### config.mk
export PLATFORM = sky130hd
export DESIGN_NAME = cc_regbank_bus_flat
export DESIGN_NICKNAME = d
export VERILOG_FILES = /design/src/rtl/cc_regbank_pkg.sv /design/src/rtl/cc_regbank_bus_if.sv /design/src/rtl/cc_regbank_reg.sv /design/src/rtl/cc_regbank_bus.sv /design/src/flat_wrapper.sv
export SDC_FILE = /design/constraint.sdc
export NUM_CORES = 1
export LEC_CHECK = 0
export CAP_MARGIN = 10
export CORE_AREA = 5 5 135 266
export CTS_CLUSTER_SIZE = 20
export DETAILED_ROUTE_END_ITERATION = 8
export DIE_AREA = 0 0 140 271
export PLACE_DENSITY = 0.79
export SYNTH_ARGS = -nofsm -noshare
export SYNTH_HDL_FRONTEND = slang
export SYNTH_HIERARCHICAL = 1
export SYNTH_SLANG_ARGS = --single-unit
export TNS_END_PERCENT = 50
### constraint.sdc
create_clock -name CC_REGBANK_CLOCK_50 -period 2.23 [get_ports CC_REGBANK_CLOCK_50]
set_input_delay 0.446 -clock CC_REGBANK_CLOCK_50 [delete_from_list [all_inputs] [get_ports CC_REGBANK_CLOCK_50]]
set_output_delay 0.446 -clock CC_REGBANK_CLOCK_50 [all_outputs]
set_load 0.005 [all_outputs]
### src/rtl/cc_regbank_pkg.sv
// ============================================================================
// Module      : cc_regbank_pkg
// Description : Shared constants, types and helpers for the cc_regbank
//               register bank (index width, data width, PC location/step).
// Revision    : 1.0 - initial release
// ============================================================================
`default_nettype none
`timescale 1ns/1ps

package cc_regbank_pkg;

  localparam int DATAWIDTH_BUS  = 4;
  localparam int DATAWIDTH_DATA = 32;
  localparam int NUM_REGS       = 12;

  typedef logic [DATAWIDTH_BUS-1:0]  reg_idx_t;
  typedef logic [DATAWIDTH_DATA-1:0] reg_data_t;

  localparam reg_idx_t  ZERO_INDEX     = reg_idx_t'(0);
  localparam reg_idx_t  PC_INDEX       = reg_idx_t'(11);
  localparam reg_idx_t  NUM_REGS_IDX   = reg_idx_t'(NUM_REGS);
  localparam reg_data_t PC_STEP        = reg_data_t'(4);
  // Value driven onto the B-bus for indices with no register behind them.
  localparam reg_data_t OOR_READ_VALUE = reg_data_t'(0);

  // True for indices that map onto a real, writable register.
  function automatic logic idx_writable(reg_idx_t idx);
    return (idx != ZERO_INDEX) && (idx < NUM_REGS_IDX);
  endfunction

endpackage

`default_nettype wire

### src/rtl/cc_regbank_bus_if.sv
// ============================================================================
// Module      : cc_regbank_bus_if
// Description : B-bus read / C-bus write / PC-increment signal bundle of the
//               register bank. master = bus-select side, slave = bank.
// Revision    : 1.0 - initial release
// ============================================================================
`default_nettype none
`timescale 1ns/1ps

interface cc_regbank_bus_if;
  import cc_regbank_pkg::*;

  reg_idx_t  CC_REGBANK_readSel_InBUS;
  logic      CC_REGBANK_readReq_In;
  reg_idx_t  CC_REGBANK_writeSel_InBUS;
  logic      CC_REGBANK_writeEn_In;
  reg_data_t CC_REGBANK_data_InBUS;
  logic      CC_REGBANK_pcInc_In;
  reg_data_t CC_REGBANK_data_OutBUS;
  logic      CC_REGBANK_valid_Out;
  reg_data_t CC_REGBANK_pc_OutBUS;

  modport master (
    output CC_REGBANK_readSel_InBUS,
    output CC_REGBANK_readReq_In,
    output CC_REGBANK_writeSel_InBUS,
    output CC_REGBANK_writeEn_In,
    output CC_REGBANK_data_InBUS,
    output CC_REGBANK_pcInc_In,
    input  CC_REGBANK_data_OutBUS,
    input  CC_REGBANK_valid_Out,
    input  CC_REGBANK_pc_OutBUS
  );

  modport slave (
    input  CC_REGBANK_readSel_InBUS,
    input  CC_REGBANK_readReq_In,
    input  CC_REGBANK_writeSel_InBUS,
    input  CC_REGBANK_writeEn_In,
    input  CC_REGBANK_data_InBUS,
    input  CC_REGBANK_pcInc_In,
    output CC_REGBANK_data_OutBUS,
    output CC_REGBANK_valid_Out,
    output CC_REGBANK_pc_OutBUS
  );

endinterface

`default_nettype wire

### src/rtl/cc_regbank_reg.sv
// ============================================================================
// Module      : cc_regbank_reg
// Description : Single data-width storage register with asynchronous
//               active-low clear and synchronous load enable.
// Revision    : 1.0 - initial release
// ============================================================================
`default_nettype none
`timescale 1ns/1ps

module cc_regbank_reg
  import cc_regbank_pkg::*;
(
  input  wire logic      i_clk,
  input  wire logic      i_rst_n,
  input  wire logic      i_load,
  input  wire reg_data_t i_d,
  output reg_data_t      o_q
);

  reg_data_t r_q;

  // Capture i_d when loaded, otherwise hold; cleared asynchronously.
  always_ff @(posedge i_clk or negedge i_rst_n) begin
    if (!i_rst_n) begin
      r_q <= '0;
    end else if (i_load) begin
      r_q <= i_d;
    end
  end

  assign o_q = r_q;

endmodule

`default_nettype wire

### src/rtl/cc_regbank_bus.sv
// ============================================================================
// Module      : cc_regbank_bus
// Description : 12-entry register bank. Register 0 reads as zero, register 11
//               is the PC with a +4 increment path. B-bus read data is
//               registered (one-cycle latency) with a valid strobe.
//               Optional build macro: CC_REGBANK_BYPASS_EN forwards same-cycle
//               write data / incremented PC onto the read path.
// Revision    : 1.0 - initial release
// ============================================================================
`default_nettype none
`timescale 1ns/1ps

module cc_regbank_bus
  import cc_regbank_pkg::*;
(
  input  wire logic       CC_REGBANK_CLOCK_50,
  input  wire logic       CC_REGBANK_RESET_InLow,
  cc_regbank_bus_if.slave bus
);

  reg_data_t w_regs [NUM_REGS];
  reg_data_t w_pc_next;
  logic      w_wr_ok;
  reg_data_t w_rd_data;
  reg_data_t r_data;
  logic      r_valid;

  assign w_regs[0] = '0;
  assign w_wr_ok   = bus.CC_REGBANK_writeEn_In && idx_writable(bus.CC_REGBANK_writeSel_InBUS);
  assign w_pc_next = w_regs[PC_INDEX] + PC_STEP;

  for (genvar i = 1; i < NUM_REGS; i++) begin : g_regs
    logic      w_hit;
    logic      w_load;
    reg_data_t w_d;

    assign w_hit = w_wr_ok && (bus.CC_REGBANK_writeSel_InBUS == reg_idx_t'(i));

    if (i == int'(PC_INDEX)) begin : g_pc
      // Explicit C-bus write takes priority over the increment.
      assign w_load = w_hit || bus.CC_REGBANK_pcInc_In;
      assign w_d    = w_hit ? bus.CC_REGBANK_data_InBUS : w_pc_next;
    end else begin : g_gpr
      assign w_load = w_hit;
      assign w_d    = bus.CC_REGBANK_data_InBUS;
    end

    cc_regbank_reg u_reg (
      .i_clk   (CC_REGBANK_CLOCK_50),
      .i_rst_n (CC_REGBANK_RESET_InLow),
      .i_load  (w_load),
      .i_d     (w_d),
      .o_q     (w_regs[i])
    );
  end

  // B-bus read mux: unimplemented indices fall through to the default value.
  always_comb begin
    w_rd_data = OOR_READ_VALUE;
    if (bus.CC_REGBANK_readSel_InBUS < NUM_REGS_IDX) begin
      w_rd_data = w_regs[bus.CC_REGBANK_readSel_InBUS];
    end
`ifdef CC_REGBANK_BYPASS_EN
    if (w_wr_ok && (bus.CC_REGBANK_writeSel_InBUS == bus.CC_REGBANK_readSel_InBUS)) begin
      w_rd_data = bus.CC_REGBANK_data_InBUS;
    end else if ((bus.CC_REGBANK_readSel_InBUS == PC_INDEX) && bus.CC_REGBANK_pcInc_In) begin
      w_rd_data = w_pc_next;
    end
`endif
  end

  // Read pipeline stage: data holds when idle, valid pulses per request.
  always_ff @(posedge CC_REGBANK_CLOCK_50 or negedge CC_REGBANK_RESET_InLow) begin
    if (!CC_REGBANK_RESET_InLow) begin
      r_data  <= '0;
      r_valid <= 1'b0;
    end else begin
      r_valid <= bus.CC_REGBANK_readReq_In;
      if (bus.CC_REGBANK_readReq_In) begin
        r_data <= w_rd_data;
      end
    end
  end

  assign bus.CC_REGBANK_data_OutBUS = r_data;
  assign bus.CC_REGBANK_valid_Out   = r_valid;
  assign bus.CC_REGBANK_pc_OutBUS   = w_regs[PC_INDEX];

endmodule

`default_nettype wire
### src/flat_wrapper.sv
// flat-port wrapper written by rule: the top's interface ports become plain ports
module cc_regbank_bus_flat import cc_regbank_pkg::*;
  (CC_REGBANK_CLOCK_50, CC_REGBANK_RESET_InLow, bus_CC_REGBANK_readSel_InBUS, bus_CC_REGBANK_readReq_In, bus_CC_REGBANK_writeSel_InBUS, bus_CC_REGBANK_writeEn_In, bus_CC_REGBANK_data_InBUS, bus_CC_REGBANK_pcInc_In, bus_CC_REGBANK_data_OutBUS, bus_CC_REGBANK_valid_Out, bus_CC_REGBANK_pc_OutBUS);
  cc_regbank_bus_if bus_i ();
  input  wire logic CC_REGBANK_CLOCK_50;
  input  wire logic CC_REGBANK_RESET_InLow;
  input wire logic [$bits(bus_i.CC_REGBANK_readSel_InBUS)-1:0] bus_CC_REGBANK_readSel_InBUS;
  input wire logic [$bits(bus_i.CC_REGBANK_readReq_In)-1:0] bus_CC_REGBANK_readReq_In;
  input wire logic [$bits(bus_i.CC_REGBANK_writeSel_InBUS)-1:0] bus_CC_REGBANK_writeSel_InBUS;
  input wire logic [$bits(bus_i.CC_REGBANK_writeEn_In)-1:0] bus_CC_REGBANK_writeEn_In;
  input wire logic [$bits(bus_i.CC_REGBANK_data_InBUS)-1:0] bus_CC_REGBANK_data_InBUS;
  input wire logic [$bits(bus_i.CC_REGBANK_pcInc_In)-1:0] bus_CC_REGBANK_pcInc_In;
  output wire logic [$bits(bus_i.CC_REGBANK_data_OutBUS)-1:0] bus_CC_REGBANK_data_OutBUS;
  output wire logic [$bits(bus_i.CC_REGBANK_valid_Out)-1:0] bus_CC_REGBANK_valid_Out;
  output wire logic [$bits(bus_i.CC_REGBANK_pc_OutBUS)-1:0] bus_CC_REGBANK_pc_OutBUS;
  assign bus_i.CC_REGBANK_readSel_InBUS = bus_CC_REGBANK_readSel_InBUS;
  assign bus_i.CC_REGBANK_readReq_In = bus_CC_REGBANK_readReq_In;
  assign bus_i.CC_REGBANK_writeSel_InBUS = bus_CC_REGBANK_writeSel_InBUS;
  assign bus_i.CC_REGBANK_writeEn_In = bus_CC_REGBANK_writeEn_In;
  assign bus_i.CC_REGBANK_data_InBUS = bus_CC_REGBANK_data_InBUS;
  assign bus_i.CC_REGBANK_pcInc_In = bus_CC_REGBANK_pcInc_In;
  assign bus_CC_REGBANK_data_OutBUS = bus_i.CC_REGBANK_data_OutBUS;
  assign bus_CC_REGBANK_valid_Out = bus_i.CC_REGBANK_valid_Out;
  assign bus_CC_REGBANK_pc_OutBUS = bus_i.CC_REGBANK_pc_OutBUS;
  cc_regbank_bus u_core (.CC_REGBANK_CLOCK_50(CC_REGBANK_CLOCK_50), .CC_REGBANK_RESET_InLow(CC_REGBANK_RESET_InLow), .bus(bus_i));
endmodule
### Word-level counts from Yosys, hierarchy flattened

Index checks and enable logic that the tools add are counted.

* flip-flop bits (word level): 385
* bits of input ports: 45
* output and inout port bits: 65
* word-level logic and storage cells: 49

* add/sub/neg operators: 1
* magnitude comparators: 3
* eq/ne operators: 11
* mux-type cells: 5
* bitwise operators: 1
* reduce and logical (&&, ||, !) cells: 15

Operators with widths (count)
* binary-select mux 32 bit (select 4 bit): 1
* two-way mux 32 bit: 4
* adder 32 x 3 -> 32 bit, second input constant: 1
* equality test 4 x 3 -> 1 bit, second input constant: 4
* equality test 4 bit, second input constant: 4
* logical AND 1 bit: 13
* equality test 4 x 2 -> 1 bit, second input constant: 2
* < comparator 4 bit, second input constant: 2
* >= comparator 5 bit, second input constant: 1
* inverter 4 -> 5 bit: 1
* equality test 4 x 1 -> 1 bit, second input constant: 1
* nonzero test 4 bit: 1
* logical OR 1 bit: 1

### Depth between registers and ports, before layout

* depth in word-level cells: 5
* gate-level depth with buffers: 8
* depth with buffers taken out: 7

### Cells and area by module

Netlist, hierarchy kept.

By module, submodules not included
* cc_regbank_reg: times used 11, cells an instance 68, area each 1345.0 µm², seq. area each 800.8 µm²
* cc_regbank_bus: times used 1, cells an instance 608, area each 5063.6 µm², seq. area each 825.8 µm²

### Worst setup path after synthesis

OpenSTA, ideal clock, no wires.

* kind: flip-flop to flip-flop
* start: register u_core.g_regs[11].u_reg.r_q[2]
* end: register u_core.g_regs[11].u_reg.r_q[28]
* setup time: 125 ps
* arrival: 1844 ps
* data required time: 2105 ps
* slack: 261 ps
* stages on the path, launching flop included: 8
* buffers on the path: 0
* clock period less this slack: 1969 ps
* cells stage by stage: dfrtp_1 > ha_1 > nand3_1 > nor4_4 > nand4_1 > xor2_1 > a21oi_1 > mux2_4

* word-level cells in the longest chain between the ends: 2

RTL lines
* from (decl): RTL line cc_regbank_reg.sv:20 `reg_data_t r_q;`
* from (signal assigned): RTL line cc_regbank_reg.sv:27 `r_q <= i_d;`
* adder 32 x 3 -> 32 bit: RTL line cc_regbank_bus.sv:30 `assign w_pc_next = w_regs[PC_INDEX] + PC_STEP;`
* two-way mux 32 bit: RTL line cc_regbank_bus.sv:42 `assign w_d = w_hit ? bus.CC_REGBANK_data_InBUS : w_pc_next;`
* named net u_core.g_regs[11].w_d[28]: RTL line cc_regbank_bus.sv:35 `reg_data_t w_d;`

The timed path passes the listed nets, and every way through them passes these cells.
A chain may end at the register's enable or synchronous reset.

### Worst setup path in the final report

* start: register u_core.g_regs[11].u_reg.r_q[27]
* end: output bus_CC_REGBANK_pc_OutBUS[27]

RTL lines
* to (decl): RTL line flat_wrapper.sv:15 `output wire logic [$bits(bus_i.CC_REGBANK_pc_OutBUS)-1:0] bus_CC_REGBANK_pc_OutBUS;`

No word-level cell between the ends.

==> flow_metrics.tcl <==
set metrics [dict create \
    clockBufferDepth 3 \
    place_inst 1896 \
    hold_path_startpoint "bus_CC_REGBANK_readReq_In" \
    clockRootBuffer "clkbuf_16" \
    skew_ns 0.0134 \
    final-seq-area_um2 9630 \
    drive_gt1_share_pct 39.5 \
    startpoint_type "flop" \
    tritoncts "done" \
    postRouteAntennaNets 0 \
    ys_warn_count 6 \
    finalSetupViolations 0 \
    cp-end-kind "output port" \
    coreArea_um2 33500 \
    r2r-start "u_core/g_regs[11].u_reg/o_q[2]" \
    rsz0062_at_grt "false" \
    power_uw 22700 \
    cp.required_ns 1.78 \
    cts.sinks 385 \
    crit_start "u_core/g_regs[11].u_reg/o_q[27]" \
    crit_type "flop to output port" \
    multiInputGateArea_um2 9250 \
    clkSlewWorstSetupHoldPaths_ns 0.07 \
    nets 1544 \
    reg2regPathDepth 8 \
    rrSetupSlack_ns 0.15 \
    powerDensity_nw_per_um2 989 \
    worst_slew_pin_slew_ns 0.542 \
    ys_types 36 \
    min_period_ns 2.11 \
    finalWeightedCongestion 0.831 \
    slew_violations 0 \
    htree_num_levels 2 \
    fmax_mhz 475 \
    rows 95 \
    fill_cells 2244 \
    post-dp-hpwl_mm 32.6 \
    worstPathCellList "clkdlybuf4s50_1" \
    vias_per_cell 6.12 \
    final_cells 1961 \
    path_depth 1 \
    async_reset_ff_share_pct 100 \
    grt_max_degree 65 \
    wl_per_cell_um 25.2 \
    routed_wl_mm 49.4 \
    hold_class "input pin to flop" \
    die_y_um 271 \
    leakage_uw 0.0102 \
    syn-cell-area_um2 19900 \
    seq_area_frac_synth_pct 48.5 \
    ios 110 \
    fp.dieArea_um2 37900 \
    grt_pass1_vias 13530 \
    synth_cells 1356 \
    utilization_pct 68.6 \
    dieWidth_um 140 \
    status "finished clean" \
    drt_iter0_drc 775 \
    maxCapViolations 0 \
    avgSynthCellArea_um2 14.6 \
    cpMaxStageDelayCell "clkdlybuf4s50_1" \
    initial_core_util_pct 59.2 \
    min_to "u_core/bus.CC_REGBANK_valid_Out" \
    worst-path-buf-inv 1 \
    slew-limit-headroom_pct 63.9 \
    grt_usage_pct 25.9 \
    cts_buffers 35 \
    hold_violations 0 \
    reg2reg_to "u_core/g_regs[11].u_reg/o_q[22]" \
    cp.arrival_ns 1.66 \
    clock_latency_ns 0.53 \
    synth_flop_cell "dfrtp_1" \
    grt_first_pass_wirelength_mm 77.8 \
    dr.pass1.iters 5 \
    antenna_found_initial 1 \
    crit_family "buffers and inverters" \
    num_vias 12000 \
    drc 0 \
    grt.overflow.total 0 \
    worstPathMaxFanout 8 \
    peakVddDrop_v 0.000923 \
    syn_to_final_growth_pct 15.7 \
    crit_path_max_incr_delay_ns 0.63 \
    synth-seq-cells 385 \
    port_buffers 109 \
    synth_edf_count 0 \
    syn_nets 1402 \
    whs_path_depth 1 \
    fin_crit_sh_pct 94.4 \
]
==> cell families after synthesis <==
| logic type | share of synthesized area, % |
|---|---|
| xor+xnor | 1.23 |
| mux | 35.0 |
| compound gates | 5.06 |
| buf+inv | 5.34 |
| fa+ha+maj | 0.0630 |
| simple gates | 4.76 |
| flops | 48.5 |
==> per-layer routing <==
| metal | vias up | global-route usage (%) | wire [µm] |
|---|---|---|---|
| met2 | 325 | 46.7 | 26200 |
| met3 | 116 | 3.00 | 1690 |
| li1 | 5201 | - | - |
| met4 | 0 | 10.0 | 1820 |
| met1 | 6358 | 31.6 | 19600 |
| met5 | - | 0 | 0 |
==> placed cells by master, fill, tap and decap left out, types with 6 or more instances in the layout <==
cell type / synthesis / routed
a21oi_1: 6 / 6
a22oi_1: 31 / 31
a31oi_1: 32 / 32
buf_12: 33 / 42
buf_4: 2 / 60
clkbuf_16: 0 / 37
clkbuf_8: 0 / 8
clkdlybuf4s50_1: 0 / 103
clkinv_2: 0 / 10
dfrtp_1: 385 / 385
mux2_2: 54 / 54
mux2_4: 330 / 330
mux2i_1: 65 / 65
mux4_2: 33 / 33
nand2_1: 42 / 42
nand3_1: 40 / 39
nand4_1: 9 / 9
nor2_1: 83 / 74
nor2_4: 0 / 9
o21ai_0: 17 / 17
o21ai_1: 6 / 6
o21bai_1: 31 / 31
o22ai_1: 31 / 31
xnor2_1: 7 / 7
xor2_1: 21 / 21
==> report_power, final <==
| group | internal, µW | leakage, µW | switching [µW] |
|---|---|---|---|
| registers | 8710 | 0.00471 | 1300 |
| logic | 4100 | 0.00492 | 2350 |
| clock network | 3540 | 0.000591 | 2720 |
| total | 16400 | 0.0102 | 6370 |
==> repair_timing <==
item,4_1_cts,5_1_grt
resized for setup,0,1
setup endpoints to repair,0,1
buffers inserted,0,0
hold buffers,1,0
hold endpoints to repair,48,0
==> cell type report <==
class / count / share of cell area, %
flip-flops and latches: 385 / 41.9
multi-input cells: 863 / 40.3
repair buffers: 210 / 10.3
clock buffers: 50 / 4.59
well taps: 436 / 2.37
clock inverters: 13 / 0.517
inverters: 3 / 0.0490
diodes: 1 / 0.0109
==> sequential cells by signal (all words and copies together) (netlist names) <==
register                           count
u_core/g_regs.u_reg/o_q              352
u_core/bus.CC_REGBANK_valid_Out        1
u_core/bus.CC_REGBANK_data_OutBUS     32
==> Yosys cell counts (11+ instances only) <==
cell	count	area share (%)
dfrtp_1	385	49
mux2_4	330	25
nor2_1	83	1.6
mux2i_1	65	3.3
mux2_2	54	3.1
nand2_1	42	0.79
nand3_1	40	1.0
buf_12	33	3.3
mux4_2	33	3.7
a31oi_1	32	1.0
clkbuf_1	32	0.60
a22oi_1	31	1.2
o21bai_1	31	1.2
o22ai_1	31	0.98
buf_2	22	0.55
xor2_1	21	0.93
o21ai_0	17	0.43
buf_6	11	0.62
==> worst max-delay path by stage <==
stage	endpoint	slack, ns
2_1_floorplan	u_core/g_regs[11].u_reg/o_q[28]	0.26
3_3_place_gp	u_core/g_regs[1].u_reg/o_q[31]	-0.18
3_5_place_dp	u_core/g_regs[2].u_reg/o_q[29]	-0.21
4_1_cts	u_core/g_regs[11].u_reg/o_q[22]	0.09
5_1_grt	u_core/g_regs[11].u_reg/o_q[22]	0.002
6_report	bus_CC_REGBANK_pc_OutBUS[27]	0.12
==> metrics by stage <==
step | instance area, µm² | hold slack, ns | TNS (ns) | setup WS (ns)
after detailed placement | 21800 | 0.433 | -21.46 | -0.209
after global routing | 23000 | 0.315 | 0 | 0.00184
after floorplan | 19900 | 0.150 | 0 | 0.261
after CTS | 23000 | 0.309 | 0 | 0.0895
after global placement | 21800 | 0.424 | -18.26 | -0.181
final | 23000 | 0.329 | 0 | 0.124
No activity file was read; power rests on OpenSTA's default activity.
==> RTL change 1 (same settings) <==
`NUM_REGS`: 12 -> 14.
--- a/src/rtl/cc_regbank_pkg.sv
+++ b/src/rtl/cc_regbank_pkg.sv
@@ -13,3 +13,3 @@
   localparam int DATAWIDTH_DATA = 32;
-  localparam int NUM_REGS       = 12;
+  localparam int NUM_REGS       = 14;
 
Check against the original RTL: not equivalent (Yosys sat finds a counterexample within 4 cycles, from zero or initial values and one cycle with CC_REGBANK_RESET_InLow low).
==> RTL change 1 against the unedited design <==
Largest power group unchanged. Routed wire length is 29% higher. Sequential power is 15% higher. Fmax is 7.3% lower. Clock power is 8.8% higher. Total power is 15% higher. Clock skew up 0.0021 ns. Setup slack worse by 0.17 ns. Final area grew 18%. Via count increased by 27%. Core utilization up 12 points. Area after synthesis grew 18%. Sequential cell count increased by 64. Highest routed layer is now met5. The run now ends with negative setup slack left. Final cell count increased by 16%.
==> RTL change 1: results (changes against the unedited design) <==
GRT
  • Tot GR Track Use: 33.25% (was 25.91%)
  • Met2 Use GR: 55.87% (was 46.68%)
  • Vias in the first global route: 16790 (was 13530)
  • GRT met1 Usage: 41.01% (was 31.60%)
  • Pin count of the biggest net entering global routing: 80 (was 65)

Layout
  • Fin nets: 1861 (was 1544)

Run status
  • Violated checks: negative setup slack
  • Status: finished, violations left (was finished, final reports clean)

STA
  • Final WS setup: -0.04081 ns (was 0.1242 ns)
  • Final setup fails: 3 (was 0)
  • Worst slew pin tran: 1.252 ns (was 0.5417 ns)
  • Final clock skew: 0.01549 ns (was 0.01342 ns)

Clocking
  • CTS Buf Count: 40 (was 35)

Place
  • DP Area: 0.02579 mm^2 (was 0.02179 mm^2)
  • Dpl cells: 2205 (was 1896)
  • Final Wtd Congestion: 0.8962 (was 0.8314)

Power
  • Peak VDD IR: 737.5 uV (was 922.6 uV)

Worst setup path
  • CP max FO: 6 (was 8)
  • Delay-heaviest family, CP: simple AND/OR/NAND/NOR gates (was buffers and inverters)
  • Register-to-Register Path Depth: 6 (was 8)
  • Worst setup path startpoint: u_core/g_regs[11].u_reg/o_q[2]$_DFFE_PN0P_ (was u_core/g_regs[11].u_reg/o_q[27]$_DFFE_PN0P_)
  • WP data arrival: 2.77 ns (was 1.66 ns)

Yosys
  • Unique cell type count in the Yosys netlist: 53 (was 36)
  • Syn_nets: 1672 (was 1402)
  • Top cells by area, synth: dfrtp_1, mux2_4, mux2_2 (was dfrtp_1, mux2_4, mux4_2)

Routing
  • Mean number of vias per cell: 6.671 (was 6.119)
  • Initial DRC Count: 1110 (was 775)

Min path
  • Hold Crit Depth: 2 (was 1)
-- RTL change 1: layout make-up --
type	instances	area, um^2
inverter	10	37.54
multi-input combinational	1038	11100
tap	436	545.5
clock buffer	49	1096
clock inverter	19	153.9
sequential	449	11240
fill	1888	6400
timing repair buffer	276	2955
-- RTL change 1: kinds of logic (layout without fill, tap and decap cells) --
family | Yosys count | in the layout | share of synthesized area (%)
multiplexers | 561 | 561 | 33.43
flip-flops | 449 | 449 | 47.85
AO/OA/AOI/OAI | 260 | 260 | 8.073
AND/OR/NAND/NOR | 201 | 201 | 4.577
buffers and inverters | 139 | 354 | 5.462
XOR/XNOR | 15 | 15 | 0.5595
adder cells (fa/ha/maj) | 1 | 1 | 0.05328
-- RTL change 1: per-stage QoR --
step                 TNS, ns  hold WS, ns
floorplan                  0       0.1504
global placement      -16.16       0.3783
detailed placement    -24.95       0.3779
CTS                        0       0.3502
global route         -0.3530       0.3450
finish              -0.05463       0.3660
-- RTL change 1: per-layer routing --
layer  wire, um  up-vias
met5         13        -
met2      31750      629
met1      24700     7957
met4       4065        2
met3       3162      250
li1           -     6351
-- RTL change 1: what timing repair did --
action / 4_1_cts / 5_1_grt
buffers inserted: 3 / 0
pin swaps: 8 / 5
resized for setup: 2 / 6
hold buffers: 1 / 0
endpoints found under the hold margin: 35 / 0
setup endpoints to repair: 11 / 12
-- RTL change 1: power breakdown --
part,internal (mW),switching [mW]
combinational,4.80,2.98
sequential,10.2,1.39
clock,3.64,3.17
total,18.6,7.54
==> RTL change 2 (config.mk and constraints unchanged) <==
Made on the original files. Make the reset (`CC_REGBANK_RESET_InLow` and `i_rst_n`) synchronous in 2 clocked blocks. Comments in the files are not updated.
--- a/src/rtl/cc_regbank_reg.sv
+++ b/src/rtl/cc_regbank_reg.sv
@@ -22,3 +22,3 @@
   // Capture i_d when loaded, otherwise hold; cleared asynchronously.
-  always_ff @(posedge i_clk or negedge i_rst_n) begin
+  always_ff @(posedge i_clk) begin
     if (!i_rst_n) begin
--- a/src/rtl/cc_regbank_bus.sv
+++ b/src/rtl/cc_regbank_bus.sv
@@ -72,3 +72,3 @@
   // Read pipeline stage: data holds when idle, valid pulses per request.
-  always_ff @(posedge CC_REGBANK_CLOCK_50 or negedge CC_REGBANK_RESET_InLow) begin
+  always_ff @(posedge CC_REGBANK_CLOCK_50) begin
     if (!CC_REGBANK_RESET_InLow) begin
Behaviour: differs if CC_REGBANK_RESET_InLow is asserted again (counterexample within 4 cycles, from zero or initial values and one cycle with CC_REGBANK_RESET_InLow low); with CC_REGBANK_RESET_InLow held inactive, the same outputs for 4 cycles.
==> RTL change 2 against the unedited design <==
Final area shrank 6.0%. Register-to-register slack is essentially flat. First-iteration DRC count grew 2.6%. Area after synthesis shrank 6.5%. Routed wire length grew 3.3%. Sequential cell count is the same. Setup slack lost 0.043 ns. Critical path depth is the same. Final cell count grew 19%.
Power is not compared: it rests on default switching activity, and its combinational part moved more than twofold at a synthesized area within 25%.
==> RTL change 2: results (changes against the unedited design) <==
Layout
  • Reg area: 0.007710 mm^2 (was 0.009634 mm^2)
  • Clock buffer cells: 49 (was 50)
  • P&R area growth vs syn: 16.42% (was 15.73%)
  • Invs w/o clock: 5 (was 3)
  • Multi-input gate area: 0.009714 mm^2 (was 0.009253 mm^2)
  • Fin nets: 1914 (was 1544)
  • Multi-input gate count: 1192 (was 863)
  • Diode count: 0 (was 1)
  • Fill cells: 2700 (was 2244)

STA
  • Max frequency: 0.4655 GHz (was 0.4749 GHz)
  • Headroom to the max-slew limit: 62.85% (was 63.89%)

Routing
  • Routed wire length on met2: 26.89 mm (was 26.24 mm)
  • Vias: 13550 (was 12000)
  • Met1 wire length: 19.25 mm (was 19.60 mm)

Yosys
  • Area fraction in compound gates after synthesis: 6.364% (was 5.059%)
  • Syn_nets: 1766 (was 1402)
  • Post-synth top area share: 41.53% (was 48.51%)
  • Seq/Total Area, Yosys: 41.53% (was 48.51%)
  • List of most frequent post-synthesis cells: mux2i_1, dfxtp_1, nor2b_1, o21ai_0, clkbuf_1 (was dfrtp_1, mux2_4, nor2_1, mux2i_1, mux2_2)
  • Fraction of the mapped netlist area in adder cells: 0.06741% (was 0.06300%)
  • Top cells by area, synth: dfxtp_1, mux2i_1, nor2b_1 (was dfrtp_1, mux2_4, mux4_2)

Place
  • Worst slack at placement: -0.1395 ns (was -0.2087 ns)
  • Detail Placement HPWL: 34.72 mm (was 32.56 mm)
  • DP Area: 0.02054 mm^2 (was 0.02179 mm^2)
  • Final Wtd Congestion: 0.8799 (was 0.8314)

Worst setup path
  • Worst path max stage delay: 0.59 ns (was 0.63 ns)
  • R2R Path Start: u_core/g_regs[11].u_reg/o_q[3]$_SDFFE_PN0P_ (was u_core/g_regs[11].u_reg/o_q[2]$_DFFE_PN0P_)
  • CP max FO: 5 (was 8)
  • Worst setup path startpoint: u_core/g_regs[11].u_reg/o_q[30]$_SDFFE_PN0P_ (was u_core/g_regs[11].u_reg/o_q[27]$_DFFE_PN0P_)
  • WP data arrival: 1.70 ns (was 1.66 ns)
  • Register-to-Register Path Depth: 9 (was 8)
  • FF-to-FF End: u_core/g_regs[11].u_reg/o_q[20]$_SDFFE_PN0P_ (was u_core/g_regs[11].u_reg/o_q[22]$_DFFE_PN0P_)
  • Worst Setup EP: bus_CC_REGBANK_pc_OutBUS[30] (was bus_CC_REGBANK_pc_OutBUS[27])

GRT
  • Initial antenna violation count: 0 (was 1)
  • Met3 usage: 3.163% (was 3.004%)
  • Tot GR Track Use: 26.29% (was 25.91%)
  • Global-route wire length before repair: 79.43 mm (was 77.77 mm)
  • GRT met1 Usage: 29.06% (was 31.60%)
  • Met2 Use GR: 48.20% (was 46.68%)

Run status
  • Status: finished, final reports clean (unchanged)
-- RTL change 2: timing repair --
item,CTS,global route
gates resized for setup,0,2
hold buffers,0,0
endpoints found under the setup margin,0,2
-- RTL change 2: logic make-up after synthesis --
kind of cell               after synthesis
buffers and inverters                  143
and+or+nand+nor                        491
AOI/OAI and AO/OA                      188
DFF                                    385
adders and majority gates                1
xor gates and xnor gates                28
muxes                                  484
-- RTL change 2: how the worst min path moves through the flow --
stage / start / end / slack [ns] / cells after the start
2_1_floorplan: u_core/g_regs[9].u_reg/o_q[23]$_SDFFE_PN0P_ / u_core/g_regs[9].u_reg/o_q[23]$_SDFFE_PN0P_ / 0.47 / 2
3_3_place_gp: u_core/g_regs[3].u_reg/o_q[9]$_SDFFE_PN0P_ / u_core/g_regs[3].u_reg/o_q[9]$_SDFFE_PN0P_ / 0.49 / 2
3_5_place_dp: u_core/g_regs[2].u_reg/o_q[26]$_SDFFE_PN0P_ / u_core/g_regs[2].u_reg/o_q[26]$_SDFFE_PN0P_ / 0.50 / 2
4_1_cts: CC_REGBANK_RESET_InLow / u_core/bus.CC_REGBANK_data_OutBUS[29]$_SDFFE_PN0P_ / 0.36 / 3
5_1_grt: CC_REGBANK_RESET_InLow / u_core/g_regs[5].u_reg/o_q[31]$_SDFFE_PN0P_ / 0.38 / 2
6_report: CC_REGBANK_RESET_InLow / u_core/g_regs[10].u_reg/o_q[29]$_SDFFE_PN0P_ / 0.38 / 2
-- RTL change 2: power groups by stage --
stage	Clock (mW)	Combinational (mW)	Sequential [mW]
4_1_cts	5.86	1.34	7.06
3_3_place_gp	0	1.31	7.21
3_5_place_dp	0	1.33	7.22
6_report	5.79	1.34	7.06
5_1_grt	6.15	1.42	7.07
2_1_floorplan	0	0.725	7.20
